[src/rtl/hazard_ctrl.sv]
// Stall/flush scheduler for the 5-stage pipeline: load-use, taken branch and data-memory wait with timeout.
// Optional performance counters are enabled with `define HAZARD_CTRL_PERF_EN.
module hazard_ctrl #(
  parameter int REG_ADDR_W  = 5,
  parameter int MEM_TIMEOUT = 15
) (
  input  logic                  clk,
  input  logic                  reset,
  input  logic [REG_ADDR_W-1:0] id_rs1,
  input  logic [REG_ADDR_W-1:0] id_rs2,
  input  logic [REG_ADDR_W-1:0] ex_rd,
  input  logic                  ex_memread,
  input  logic                  ex_branch_taken,
  input  logic                  mem_req,
  input  logic                  mem_ack,
  output logic                  pc_stall,
  output logic                  ifid_stall,
  output logic                  idex_stall,
  output logic                  exmem_stall,
  output logic                  ifid_flush,
  output logic                  idex_flush,
  output logic                  memwb_flush,
  output logic                  mem_err,
`ifdef HAZARD_CTRL_PERF_EN
  output logic [31:0]           perf_stall_cnt,
  output logic [31:0]           perf_flush_cnt,
`endif
  output logic [1:0]            dbg_state
);

  localparam int CNT_W = $clog2(MEM_TIMEOUT + 1);
  // wait_cnt holds the number of stall cycles already completed before the current one.
  localparam logic [CNT_W-1:0] LAST_WAIT = CNT_W'(MEM_TIMEOUT - 1);

  typedef enum logic [1:0] {
    RUN      = 2'd0,
    MEM_WAIT = 2'd1,
    ERR      = 2'd2
  } state_t;

  state_t           state;
  logic [CNT_W-1:0] wait_cnt;
  logic             memwait_hit;
  logic             ack_hit;
  logic             load_use;

  assign memwait_hit = mem_req & ~mem_ack;
  assign ack_hit     = mem_req & mem_ack;
  assign load_use    = ex_memread & (ex_rd != '0) & ((ex_rd == id_rs1) | (ex_rd == id_rs2));
  assign dbg_state   = state;

  always_ff @(posedge clk or posedge reset) begin
    if (reset) begin
      state    <= RUN;
      wait_cnt <= '0;
    end else begin
      case (state)
        RUN: begin
          if (memwait_hit) begin
            // With a timeout of one cycle the first stall is already the last.
            if (MEM_TIMEOUT <= 1) begin
              state <= ERR;
            end else begin
              state    <= MEM_WAIT;
              wait_cnt <= CNT_W'(1);
            end
          end
        end
        MEM_WAIT: begin
          if (ack_hit) begin
            state    <= RUN;
            wait_cnt <= '0;
          end else if (wait_cnt >= LAST_WAIT) begin
            state <= ERR;
          end else begin
            wait_cnt <= wait_cnt + CNT_W'(1);
          end
        end
        default: state <= ERR;
      endcase
    end
  end

  // Mealy outputs: hazards act in the cycle they are observed.
  always_comb begin
    pc_stall    = 1'b0;
    ifid_stall  = 1'b0;
    idex_stall  = 1'b0;
    exmem_stall = 1'b0;
    ifid_flush  = 1'b0;
    idex_flush  = 1'b0;
    memwb_flush = 1'b0;
    mem_err     = 1'b0;
    if (!reset) begin
      case (state)
        RUN: begin
          if (memwait_hit) begin
            pc_stall    = 1'b1;
            ifid_stall  = 1'b1;
            idex_stall  = 1'b1;
            exmem_stall = 1'b1;
            memwb_flush = 1'b1;
          end else if (ex_branch_taken) begin
            ifid_flush = 1'b1;
            idex_flush = 1'b1;
          end else if (load_use) begin
            pc_stall   = 1'b1;
            ifid_stall = 1'b1;
            idex_flush = 1'b1;
          end
        end
        MEM_WAIT: begin
          if (!ack_hit) begin
            pc_stall    = 1'b1;
            ifid_stall  = 1'b1;
            idex_stall  = 1'b1;
            exmem_stall = 1'b1;
            memwb_flush = 1'b1;
          end
        end
        default: begin
          pc_stall    = 1'b1;
          ifid_stall  = 1'b1;
          idex_stall  = 1'b1;
          exmem_stall = 1'b1;
          memwb_flush = 1'b1;
          mem_err     = 1'b1;
        end
      endcase
    end
  end

`ifdef HAZARD_CTRL_PERF_EN
  always_ff @(posedge clk or posedge reset) begin
    if (reset) begin
      perf_stall_cnt <= '0;
      perf_flush_cnt <= '0;
    end else begin
      if (pc_stall) perf_stall_cnt <= perf_stall_cnt + 32'd1;
      if (ifid_flush | idex_flush) perf_flush_cnt <= perf_flush_cnt + 32'd1;
    end
  end
`endif

endmodule

[config.mk]
export PLATFORM = sky130hd
export DESIGN_NAME = hazard_ctrl
export DESIGN_NICKNAME = d
export VERILOG_FILES = /design/src/rtl/hazard_ctrl.sv
export SDC_FILE = /design/constraint.sdc
export NUM_CORES = 1
export LEC_CHECK = 0
export ABC_AREA = 1
export ABC_CLOCK_PERIOD_IN_PS = 2600
export BUFFER_PORTS_ARGS = -buffer_cell sky130_fd_sc_hd__buf_2
export CORE_MARGIN = 2
export CORE_UTILIZATION = 40
export CTS_BUF_LIST = sky130_fd_sc_hd__clkbuf_4
export DETAILED_ROUTE_END_ITERATION = 16
export HOLD_SLACK_MARGIN = 0.03
export MAX_ROUTING_LAYER = met4
export PLACE_DENSITY_LB_ADDON = 0.1
export SLEW_MARGIN = 25
export SYNTH_ARGS = -nofsm -noshare
export SYNTH_HDL_FRONTEND = slang
export SYNTH_SLANG_ARGS = --single-unit
[constraint.sdc]
create_clock -name clk -period 2.6 [get_ports clk]
set_input_delay 0.52 -clock clk [delete_from_list [all_inputs] [get_ports clk]]
set_output_delay 0.52 -clock clk [all_outputs]
set_load 0.02 [all_outputs]
==> flow_summary_export.csv <==
group,metric,value,unit
status,status,"completed",
clock_network,cts_buffer_depth,2,
grt,grt_usage,16.0,%
drt,ant_nets,0,
drt,vias_per_cell,4.51,
timing,fmax,0.507,GHz
clock_network,holdBufCountCts,0,
power_and_ir_drop,p_leak,0.524,nW
finish,drive_above_1_share,33.1,%
grt,grt_antenna_before_repair,0,
drt,drc,0,
timing,period_minus_slack,1.97,ns
min_path,hold_path.class,"in2async",
timing,hold_viol,0,
floorplan,rows,14,
place,portBuffers,30,
grt,use_met3,1.25,%
place,dp_hpwl,1.10,mm
setup_path,start_kind,"flop",
setup_path,critPathKind,"reg2out",
finish,finalNetCount,158,
place,place_congestion,0.787,
finish,area_growth,26.7,%
clock_network,htree_levels,1,
finish,diodes,0,
synth,synthAdderAreaFrac,3.92,%
grt,grt_max_degree,10,
clock_network,root_buffer,"clkbuf_4",
synth,synth_mux_area_share,0,%
timing,max_slew_margin,84.0,%
finish,design_area,808,sq um
synth,synth_compound_area_share,12.5,%
drt,routedWlPerCell,8.54,um
grt,grt_overflow,0,
synth,syn_inst,103,
timing,tns,0,ns
grt,top_usage_layer,"met2",
synth,synth-xor-area-share,4.12,%
drt,vias,672,
place,place_area,786,sq um
floorplan,dieArea,1930,sq um
clock_network,clkTransAtPathRegs,0.05,ns
synth,synthTopCellsByArea,"dfrtp_1 (24%), nand2_1 (19%), inv_1 (13%)",
clock_network,cts_made_buffers,3,
clock_network,postCtsSetupBuffers,0,
clock_network,cts.sinks,6,
synth,synth_top_family_by_area,"simple AND/OR/NAND/NOR gates",
clock_network,clock_latency,0.25,ns
synth,synth_top_area_share,23.5,%
synth,syn_nets,126,
synth,synth_cell_type_count,25,
grt,grt_util_met1,17.2,%
setup_path,cp_max_fo,3,
timing,rsz0062_at_grt,"no",
timing,finClkSkew,0.00424,ns
synth,yosys.area_share.simple,38.0,%
power_and_ir_drop,max-vdd-ir-drop,0.119,mV
floorplan,die_w,43.9,um
synth,synth_top_area_cell,"dfrtp_1",
timing,tightestPinTransition,0.239,ns
grt,grt_use_met2,26.5,%
grt,first_global_vias,591,
setup_path,arrival,1.45,ns
floorplan,core-area,1510,sq um
clock_network,cts_tree,"built",
timing,finalSetupViolCount,0,
run,cap_violations,0,
clock_network,ctsResizeCount,0,
drt,detail_route.wirelength,1.27,mm
synth,syn_area,638,sq um
floorplan,ios,31,
setup_path,required,2.08,ns
setup_path,critPathCaptureType,"output port",
synth,ys_ff_latch,6,
drt,drtIter0Drc,6,
power_and_ir_drop,pwr_density_cell,301,nW/um^2
synth,ys_warn_count,0,
timing,period_share,75.9,%
grt,grt_pass1_wl,2.19,mm
floorplan,fp.dieH,43.9,um
timing,drv_slew,0,
synth,synth_area_per_cell,6.20,sq um
drt,dr.pass1.iters,3,
floorplan,start_util,42.4,%
synth,ys_seq_area_share,23.5,%
## through the flow
stage | instances | util, % | hold slack, ns | power [mW] | worst slack [ns]
after global placement | 146 | 52.2 | 0.481 | 0.156 | 0.672
after detailed placement | 146 | 52.2 | 0.487 | 0.158 | 0.654
after floorplan | 103 | - | 0.311 | 0.133 | 0.551
final | 149 | 53.7 | 0.214 | 0.243 | 0.626
after CTS | 149 | 53.7 | 0.227 | 0.246 | 0.621
after global routing | 149 | 53.7 | 0.230 | 0.261 | 0.484
## cell type report
cell class	instances	area (sq um)
clock buffer	3	22.5
fill	160	698
inverter	24	91.3
multi-input combinational	70	374
sequential	6	150
tap	16	20.0
timing repair buffer	30	150
## registers in the layout, summed over array words and instances (netlist names)
register / cells
wait_cnt: 4
dbg_state: 2
## per-layer routing
layer,routed length [um],vias to the layer above
met5,0,-
met4,42,0
met3,38,5
met2,626,16
met1,567,285
li1,-,366
## final timing paths
| check | end | slack (ns) | startpoint | depth (start not counted) |
|---|---|---|---|---|
| worst max-delay path | idex_flush | 0.63 | dbg_state[0]$_DFFE_PP0P_ | 5 |
| worst min-delay path | dbg_state[1]$_DFFE_PP0P_ | 0.21 | reset | 2 |
| worst max register to register | wait_cnt[3]$_DFFE_PP0P_ | 1.27 | wait_cnt[0]$_DFFE_PP0P_ | 8 |
| worst min register to register | wait_cnt[2]$_DFFE_PP0P_ | 0.56 | wait_cnt[2]$_DFFE_PP0P_ | 2 |
| max in group asynchronous | wait_cnt[1]$_DFFE_PP0P_ | 2.19 | reset | 2 |
| min in group clk | wait_cnt[2]$_DFFE_PP0P_ | 0.56 | wait_cnt[2]$_DFFE_PP0P_ | 2 |
## cell families after synthesis
family,Yosys count
fa+ha+maj,2
simple gates,53
flops,6
xor+xnor,3
compound gates,12
buf+inv,27
## synth_stat cells
master	n
nand2_1	32
inv_1	22
nor2_1	10
dfrtp_1	6
nand3_1	4
a21oi_1	3
buf_4	3
o21ai_0	3
ha_1	2
o21ai_1	2
xnor2_1	2
clkinv_2	1
inv_2	1
nand2_2	1
nand2_4	1
nand3_4	1
nand4_1	1
nor2_2	1
nor2_4	1
o21a_1	1
o21ai_2	1
o21bai_2	1
o31ai_2	1
or2_2	1
xor2_1	1
## worst max-delay path, cell delays in order (launching register included)
cell and delay, ns:
dfrtp_1 0.40, nor2_1 0.13, o21ai_2 0.10, or2_2 0.30, a21oi_1 0.11, buf_2 0.17
## power by group
group          internal [mW]  total (mW)  switching [mW]  leakage (nW)
Combinational         0.0258      0.0616          0.0358         0.436
Sequential            0.0937      0.0937               0        0.0734
Clock                 0.0523      0.0877          0.0354        0.0138
## placed cells by master, fill, tap and decap left out, types with 2 or more instances in the layout
cell type,n
dfrtp_1,6
o21ai_1,2
xnor2_1,2
nand3_1,4
a21oi_1,3
ha_1,2
clkbuf_4,3
o21ai_0,3
inv_1,22
nand2_1,32
buf_2,30
nor2_1,10
Power figures use the tool's default switching activity.
